**config.mk**
```make
export PLATFORM = sky130hd
export DESIGN_NAME = rle_flash_fetch
export DESIGN_NICKNAME = d
export VERILOG_FILES = /design/src/rtl/rle_fetch_pkg.sv /design/src/rtl/rle_word_fifo.sv /design/src/rtl/rle_flash_fetch.sv
export SDC_FILE = /design/constraint.sdc
export NUM_CORES = 1
export LEC_CHECK = 0
export ABC_AREA = 1
export CAP_MARGIN = 20
export CORE_MARGIN = 2
export CORE_UTILIZATION = 55
export CTS_CLUSTER_DIAMETER = 120
export CTS_CLUSTER_SIZE = 16
export DETAILED_ROUTE_END_ITERATION = 10
export PLACE_DENSITY = 0.73
export SLEW_MARGIN = 20
export SYNTH_ARGS = -nofsm -noshare
export SYNTH_HDL_FRONTEND = slang
export SYNTH_SLANG_ARGS = --single-unit
```
**constraint.sdc**
```tcl
create_clock -name clk -period 11.5 [get_ports clk]
set_clock_uncertainty 0.2 [all_clocks]
set_input_delay 2.3 -clock clk [delete_from_list [all_inputs] [get_ports clk]]
set_output_delay 2.3 -clock clk [all_outputs]
set_load 0.05 [all_outputs]
```
**src/rtl/rle_fetch_pkg.sv**
```systemverilog
// Shared types and constants for the RLE flash fetch block.
package rle_fetch_pkg;

  typedef enum logic [2:0] {
    IDLE,
    CMD,
    ADDR,
    DUMMY,
    DATA
  } fetch_state_e;

  localparam logic [7:0] CMD_READ      = 8'h03;
  localparam logic [7:0] CMD_FAST_READ = 8'h0B;
  localparam int         DUMMY_BITS    = 8;
  localparam int         CS_HIGH_CLKS  = 2;

endpackage

```
**src/rtl/rle_word_fifo.sv**
```systemverilog
// Two-entry 16-bit word FIFO; the head is held in its own register so the
// consumer sees data without any path from its pop request.
module rle_word_fifo
  import rle_fetch_pkg::*;
(
  input  logic        clk,
  input  logic        rst,
  input  logic        push_i,
  input  logic [15:0] din_i,
  input  logic        pop_i,
  input  logic        flush_i,
  output logic [15:0] head_o,
  output logic [1:0]  count_o
);

  logic [15:0] head_q;
  logic [15:0] tail_q;
  logic [1:0]  count_q;
  logic        do_pop;
  logic        do_push;

  assign do_pop  = pop_i && (count_q != 2'd0);
  assign do_push = push_i && ((count_q != 2'd2) || do_pop);

  // Flush wins over any same-cycle push or pop.
  always_ff @(posedge clk or posedge rst) begin
    if (rst) begin
      head_q  <= '0;
      tail_q  <= '0;
      count_q <= '0;
    end else if (flush_i) begin
      count_q <= '0;
    end else begin
      case ({do_push, do_pop})
        2'b10: begin
          if (count_q == 2'd0) head_q <= din_i;
          else                 tail_q <= din_i;
          count_q <= count_q + 2'd1;
        end
        2'b01: begin
          head_q  <= tail_q;
          count_q <= count_q - 2'd1;
        end
        2'b11: begin
          if (count_q == 2'd1) begin
            head_q <= din_i;
          end else begin
            head_q <= tail_q;
            tail_q <= din_i;
          end
        end
        default: ;
      endcase
    end
  end

  assign head_o  = head_q;
  assign count_o = count_q;

endmodule

```
**src/rtl/rle_flash_fetch.sv**
```systemverilog
// SPI flash read controller feeding the RLE decoder with 16-bit words.
// Define RLE_FLASH_FAST_READ_EN to use FAST READ (0x0B) with 8 dummy clocks.
module rle_flash_fetch
  import rle_fetch_pkg::*;
#(
  parameter int                ADDR_W     = 24,
  parameter logic [ADDR_W-1:0] START_ADDR = '0
) (
  input  logic        clk,
  input  logic        rst,
  input  logic        read_next,
  input  logic        stop_data,
  output logic        data_ready,
  output logic [15:0] data,
  input  logic        save_addr,
  input  logic        load_addr,
  input  logic        clear_addr,
  output logic        spi_cs_n,
  output logic        spi_sck,
  output logic        spi_mosi,
  input  logic        spi_miso
);

  localparam int SHIFT_W = 8 + ADDR_W;
  localparam int CNT_W   = 8;

`ifdef RLE_FLASH_FAST_READ_EN
  localparam logic [7:0]   READ_CMD   = CMD_FAST_READ;
  localparam fetch_state_e AFTER_ADDR = DUMMY;
`else
  localparam logic [7:0]   READ_CMD   = CMD_READ;
  localparam fetch_state_e AFTER_ADDR = DATA;
`endif

  fetch_state_e       state_q;
  logic [CNT_W-1:0]   cnt_q;
  logic [SHIFT_W-1:0] shift_q;
  logic [14:0]        word_q;
  logic               cs_n_q;
  logic               sck_q;
  logic               mosi_q;
  logic [ADDR_W-1:0]  cons_addr_q;
  logic [ADDR_W-1:0]  cons_addr_d;
  logic [ADDR_W-1:0]  saved_addr_q;
  logic [ADDR_W-1:0]  saved_addr_d;
  logic [ADDR_W-1:0]  popped_addr;
  logic               pop;
  logic               flush;
  logic               word_stall;
  logic               word_push;
  logic [15:0]        word_din;
  logic [1:0]         fifo_count;

  assign pop        = read_next && data_ready;
  assign flush      = stop_data || load_addr || clear_addr;
  assign word_din   = {word_q, spi_miso};
  // A new word may only begin once a buffer slot is guaranteed for it.
  assign word_stall = (state_q == DATA) && !sck_q && (cnt_q == '0) &&
                      (fifo_count == 2'd2) && !pop;
  assign word_push  = (state_q == DATA) && !sck_q &&
                      (cnt_q == CNT_W'(15)) && !flush;

  rle_word_fifo u_fifo (
    .clk     (clk),
    .rst     (rst),
    .push_i  (word_push),
    .din_i   (word_din),
    .pop_i   (pop),
    .flush_i (flush),
    .head_o  (data),
    .count_o (fifo_count)
  );

  assign data_ready = (fifo_count != 2'd0);
  assign spi_cs_n   = cs_n_q;
  assign spi_sck    = sck_q;
  assign spi_mosi   = mosi_q;

  // Save sees the post-pop address; a pop alongside load/clear is dropped.
  always_comb begin
    popped_addr  = cons_addr_q + ADDR_W'(2);
    cons_addr_d  = cons_addr_q;
    saved_addr_d = saved_addr_q;
    if (save_addr) begin
      saved_addr_d = (pop && !load_addr && !clear_addr) ? popped_addr : cons_addr_q;
    end
    if (clear_addr)     cons_addr_d = START_ADDR;
    else if (load_addr) cons_addr_d = saved_addr_q;
    else if (pop)       cons_addr_d = popped_addr;
  end

  always_ff @(posedge clk or posedge rst) begin
    if (rst) begin
      cons_addr_q  <= START_ADDR;
      saved_addr_q <= START_ADDR;
    end else begin
      cons_addr_q  <= cons_addr_d;
      saved_addr_q <= saved_addr_d;
    end
  end

  always_ff @(posedge clk or posedge rst) begin
    if (rst) begin
      state_q <= IDLE;
      cnt_q   <= '0;
      shift_q <= '0;
      word_q  <= '0;
      cs_n_q  <= 1'b1;
      sck_q   <= 1'b0;
      mosi_q  <= 1'b0;
    end else if (flush) begin
      state_q <= IDLE;
      cnt_q   <= '0;
      word_q  <= '0;
      cs_n_q  <= 1'b1;
      sck_q   <= 1'b0;
      mosi_q  <= 1'b0;
    end else begin
      case (state_q)
        IDLE: begin
          if (cnt_q == CNT_W'(CS_HIGH_CLKS)) begin
            state_q <= CMD;
            cnt_q   <= '0;
            cs_n_q  <= 1'b0;
            mosi_q  <= READ_CMD[7];
            shift_q <= {READ_CMD, cons_addr_q} << 1;
          end else begin
            cnt_q <= cnt_q + CNT_W'(1);
          end
        end
        CMD, ADDR: begin
          if (!sck_q) begin
            sck_q <= 1'b1;
          end else begin
            sck_q <= 1'b0;
            if ((state_q == ADDR) && (cnt_q == CNT_W'(ADDR_W - 1))) begin
              state_q <= AFTER_ADDR;
              cnt_q   <= '0;
              mosi_q  <= 1'b0;
            end else begin
              mosi_q  <= shift_q[SHIFT_W-1];
              shift_q <= shift_q << 1;
              if ((state_q == CMD) && (cnt_q == CNT_W'(7))) begin
                state_q <= ADDR;
                cnt_q   <= '0;
              end else begin
                cnt_q <= cnt_q + CNT_W'(1);
              end
            end
          end
        end
        DUMMY: begin
          if (!sck_q) begin
            sck_q <= 1'b1;
          end else begin
            sck_q <= 1'b0;
            if (cnt_q == CNT_W'(DUMMY_BITS - 1)) begin
              state_q <= DATA;
              cnt_q   <= '0;
            end else begin
              cnt_q <= cnt_q + CNT_W'(1);
            end
          end
        end
        DATA: begin
          if (sck_q) begin
            sck_q <= 1'b0;
          end else if (!word_stall) begin
            sck_q  <= 1'b1;
            word_q <= word_din[14:0];
            cnt_q  <= (cnt_q == CNT_W'(15)) ? '0 : cnt_q + CNT_W'(1);
          end
        end
        default: state_q <= IDLE;
      endcase
    end
  end

endmodule

```
Word level (Yosys, flattened, before mapping)
Cells that the tools add are included.
{ "op_classes": {"shift": 0, "multipliers": 0, "n_reduce_logical": 46, "n_addsub": 4, "n_div": 0, "bitwise": 1, "magnitude_cmp": 0, "eq_ne": 30, "muxes": 51} }
{ "op_table": {"columns": ["operator", "count"], "rows": [
  ["$mux 24", 4],
  ["$mux 32", 3],
  ["$mux 8", 10],
  ["$mux 16", 4],
  ["$pmux 32 s2", 1],
  ["$mux 15", 4],
  ["$pmux 16 s3", 1],
  ["$pmux 16 s2", 1],
  ["$pmux 8 s4", 1],
  ["$add 24x2->24 const B", 1],
  ["$mux 3", 7],
  ["$ne 3x3->1 const B", 6],
  ["$ne 2x2->1 const B", 8],
  ["$reduce_bool 3->1", 5],
  ["$logic_and 1x1->1", 13],
  ["$pmux 3 s4", 1],
  ["$reduce_bool 2->1", 6],
  ["$mux 1", 10],
  ["$reduce_and 5->1", 2],
  ["$reduce_and 3->1", 3],
  ["$add 8x1->8 const B", 1],
  ["$eq 8x2->1 const B", 1],
  ["$eq 8x3->1 const B", 1],
  ["$eq 8x4->1 const B", 1],
  ["other kinds (25)", 37]
]} }
{ "totals": {"romBits": 0, "input_bits": 8, "mem_bits_rw": 0, "memories": 0, "regBits": 143, "latch_bits": 0, "elab_cells": 144, "out_inout_bits": 20} }

Longest topological paths before layout
{ "depth": {"ltp_word": 9, "depth_mapped": 12, "depth_no_buf": 12} }

Modules after synthesis
A second synthesis with hierarchy kept.
{ "hier_totals": {"cells_unflattened": 1031, "area_unflattened_um2": 7805.0} }
{ "modules_own_cells": {"columns": ["mod", "instances", "cells_per_inst", "seq_area_each_um2", "area_per_inst_um2"], "rows": [
  ["rle_flash_fetch", 1, 805, 2703.8, 6092.1],
  ["rle_word_fifo", 1, 226, 850.8, 1712.9]
]} }

Least setup slack after synthesis
No wires, ideal clock.
{ "synth_timing": {"kind": "input port to flip-flop", "start": "input port load_addr", "end": "register u_fifo.head_q[1] (netlist: u_fifo.head_o[1])", "cell_stages": 10, "path_buffers": 2, "slack_ns": 7.769, "t_required_ns": 11.182, "arrival_ns": 3.413, "setup_ns": 0.118, "path_cell_list": "nor2_2 > nand2_1 > buf_6 > nor2_8 > nand4_2 > a21oi_4 > inv_2 > buf_6 > nand2_1 > nand2_1"} }
{ "synth_between": {"elab_chain_len": 8, "elab_cells_between_ends": 13, "classes_between": "eq/ne (4); mux (1); bitwise (1); reduce/logical (7)"} }
{ "synth_rtl": {"columns": ["element", "line_no", "text"], "rows": [
  ["start: declaration", "rle_flash_fetch.sv:16", "input logic load_addr,"],
  ["$logic_or 1x1->1 * (2 in a row)", "rle_flash_fetch.sv:55", "assign flush = stop_data || load_addr || clear_addr;"],
  ["$logic_not 1->1", "rle_flash_fetch.sv:61", "(cnt_q == CNT_W'(15)) && !flush;"],
  ["$logic_and 1x1->1", "rle_flash_fetch.sv:61", null],
  ["$logic_and 1x1->1", "rle_word_fifo.sv:23", "assign do_push = push_i && ((count_q != 2'd2) || do_pop);"],
  ["$eq 2x2->1 / $eq 2x1->1 (equally long branches)", "rle_word_fifo.sv:34", "case ({do_push, do_pop})"],
  ["$ne 2x1->1 (no line) / $reduce_bool 3->1 (equally long branches)", null, null],
  ["$reduce_and 3->1 (no line)", null, null],
  ["end signal: assignment", "rle_word_fifo.sv:36", "if (count_q == 2'd0) head_q <= din_i;"],
  ["end signal: assignment", "rle_word_fifo.sv:41", "head_q <= tail_q;"],
  ["end signal: assignment", "rle_word_fifo.sv:46", "head_q <= din_i;"],
  ["end: declaration", "rle_word_fifo.sv:16", "logic [15:0] head_q;"]
]} }
Every way passes the cells marked *; elsewhere a longest branch is shown, timed or not.
A chain may end at the register's enable or synchronous reset.

Worst setup path after layout
{ "layout_timing": {"start": "input port load_addr", "end": "register word_q[9]"} }
{ "layout_between": {"elab_chain_len": 4, "elab_cells_between_ends": 7, "classes_between": "eq/ne (2); mux (1); reduce/logical (4)"} }
{ "layout_rtl": {"columns": ["element", "line_no", "text"], "rows": [
  ["$logic_or 1x1->1 * (2 in a row)", "rle_flash_fetch.sv:55", null],
  ["$ne 2x2->1 (no line), or another cell as far along", null, null],
  ["$reduce_and 3->1 (no line)", null, null],
  ["end signal: assignment", "rle_flash_fetch.sv:170", "word_q <= word_din[14:0];"],
  ["end: declaration", "rle_flash_fetch.sv:38", "logic [14:0] word_q;"]
]} }
Marked as above.

==> flow_summary.toml <==
[setup_path]
worstSetupPathType = "in -> reg"
r2r_slack_ns = 8.85
reg2reg_from = "u_fifo.count_o[1]"
cp_max_fo = 31
crit_end = "word_q[9]"
crit_required_ns = 11.63
critical_path.top_delay_family = "buffers and inverters"
worstPathArrival_ns = 4.98
crit_buf_inv = 5
cp_num_cells = 11
max_stage_delay_ns = 0.59
end_kind = "flop"
start_kind = "primary input"
worstRegToRegCells = 9
rr_endpoint = "u_fifo.head_o[6]"
startpoint = "load_addr"
crit_chain = "clkdlybuf4s50_1 > nor2_2 > buf_4 > nand2_1 > inv_1 > buf_4 > o21ai_0 > o21ai_0 > inv_1 > nand3_1 > o21ai_1"
cp_slowest_cell = "inv_1"

[cts]
postCtsSetupBuffers = 0
clock-root-buffer = "clkbuf_16"
clockBufferDepth = 2
cts-hold-fix-buffers = 0
clkTransAtPathRegs_ns = 0.06
cts_inserted_buffers = 17
ctsResizeCount = 0
cts_tree = "built"
htree_levels = 4
clock_sinks = 142
clock_latency_ns = 0.42

[sta]
worst_pin_slew_ns = 0.9561
fin_tns_setup_ns = 0
fin_crit_ns = 4.844
drv_slew = 0
max-slew-margin-rel = 0.3611
hold_ws_ns = 0.2719
fmax_ghz = 0.2064
rsz0062_at_grt = "no"
hold_viol_final = 0
period_share = 0.4213
setup_violations = 0

[synthesis]
yosys_warnings = 0
async_flop_share = 1.000
syn_inst = 994
ys_types = 39
yosysTopAreaCell = "dfrtp_1"
synth_fp_nets = 1009
synth.avg_cell_area_um2 = 7.547
syn_area_mm2 = 0.007502
synth-edff-count = 0
ys_seq_area_frac = 0.4738
synth_top_area_share = 0.4703
synth_seq_cells = 142
ys_top_cells_by_area = "dfrtp_1 47%, nand2_1 15%, o21ai_0 5.7%"
synthFlopType = "dfrtp_1"

[detailed_routing]
drcViolationCount = 0
postRouteAntennaNets = 0
first_pass_iters = 5
vias = 6424
viasPerCell = 5.389
wire_per_inst_um = 14.42
drtIter0Drc = 580
wl_mm = 17.19

[layout]
nets = 1018
post-route-cell-area_mm2 = 0.008418
num_antenna_cells = 0
drive_above_1_share = 0.07283
final_cell_mix = "290 x nand2_1, 141 x dfrtp_1, 91 x inv_1"
fillers = 1183
fin_cells = 1192
final_common_cell = "nand2_1"
area_growth_pct = 12.21

[place]
dp.cells = 1160
portBuffers = 27
gp_congestion = 0.9551
hpwl_mm = 11.35
placedInstanceArea_mm2 = 0.007805

[floorplanning]
pin_count = 28
die_width_um = 120.8
die_h_um = 120.8
die-area_mm2 = 0.01459
num_rows = 42
initial_core_util = 0.5643
core_mm2 = 0.01330

[global_route]
met3_usage = 0.05330
track_usage = 0.2505
overflow = 0
antenna_found_initial = 0
top_usage_layer = "met2"
grt_pass1_vias = 6044
grt_max_degree = 76
grt_pass1_wl_mm = 28.88
met1_usage = 0.3238
use_met2 = 0.4170

[power_and_ir_drop]
power.density_mw_per_mm2 = 150.9
totalPowerFinal_mw = 1.271
power.leakage_nw = 4.026
peakVddDrop_mv = 0.1252

[run_status]
outcome = "finished, final reports clean"

[hold_path]
hold_depth = 2
hold_class = "reg -> reg"

[run]
max_cap_viol_count = 0
cells by family (layout without fill, tap and decap cells):
| kind of cell | after synthesis | count (layout) | share of synthesized area |
|---|---|---|---|
| AO/OA/AOI/OAI | 191 | 191 | 0.1341 |
| AND/OR/NAND/NOR | 501 | 501 | 0.2870 |
| buffers and inverters | 143 | 165 | 0.08172 |
| adder cells (fa/ha/maj) | 7 | 7 | 0.01167 |
| XOR/XNOR | 10 | 10 | 0.01168 |
| flip-flops | 142 | 142 | 0.4738 |
power breakdown:
group          switching (mW)  internal [mW]
registers              0.0262          0.531
logic                   0.101         0.0480
clock network           0.221          0.344
total                   0.348          0.923
metrics by stage:
step,worst slack [ns],util
final,6.656,0.6332
after global routing,6.390,0.6332
after CTS,6.655,0.6332
after detailed placement,6.312,0.5871
after global placement,6.380,0.5871
after floorplan,5.192,-
sequential cells by signal, summed over array words and instances, names as in the netlist:
name,cells
u_fifo.tail_q,16
spi_mosi,1
shift_q,31
u_fifo.head_o,16
saved_addr_q,24
cnt_q,8
u_fifo.count_o,2
cons_addr_q,24
state_q,3
word_q,15
spi_cs_n,1
spi_sck,1
routing by layer:
layer / vias to the layer above / wire length [um]
met5: - / 0
met4: 0 / 362
met3: 23 / 724
met2: 156 / 8257
met1: 3010 / 7846
li1: 3235 / -
worst register-to-register path, delay by kind of cell (launching register included):
kind	cells	cell delay, ns
AND/OR/NAND/NOR	5	1.32
flip-flops	1	0.39
buffers and inverters	3	0.41
adder cells (fa/ha/maj)	1	0.23
cell usage after synthesis, types with 2 or more instances:
library cell,instances
o211ai_1,2
or2_2,11
o21a_1,2
nand3_1,84
xor2_1,8
o21ai_0,85
a21oi_1,47
nor2_1,76
buf_6,7
nor2_4,3
buf_4,3
a22oi_1,3
buf_2,7
or2_1,5
dfrtp_1,141
a31oi_1,11
xnor2_1,2
inv_1,92
clkbuf_1,22
nor2_2,4
clkbuf_2,3
nand4_1,13
ha_1,7
nand2_1,290
inv_2,8
nand2_2,3
nand3b_1,3
nor3_1,5
o21ai_1,37
worst min path at each step:
stage / slack [ns] / endpoint / startpoint
finish: 0.27 / shift_q[31] / shift_q[31]
global route: 0.29 / saved_addr_q[23] / saved_addr_q[23]
CTS: 0.27 / shift_q[31] / shift_q[31]
detailed placement: 0.26 / shift_q[31] / shift_q[31]
global placement: 0.25 / shift_q[25] / shift_q[25]
floorplan: 0.24 / shift_q[25] / shift_q[25]
final cells by class:
cell class / instances / area (um2) / area share
timing repair buffer: 33 / 315.3 / 0.03746
sequential: 142 / 3555 / 0.4223
clock buffer: 17 / 425.4 / 0.05054
inverter: 100 / 380.4 / 0.04518
multi-input combinational: 709 / 3334 / 0.3961
clock inverter: 15 / 187.7 / 0.02229
tap: 176 / 220.2 / 0.02616
No activity file was read; power rests on OpenSTA's default activity.
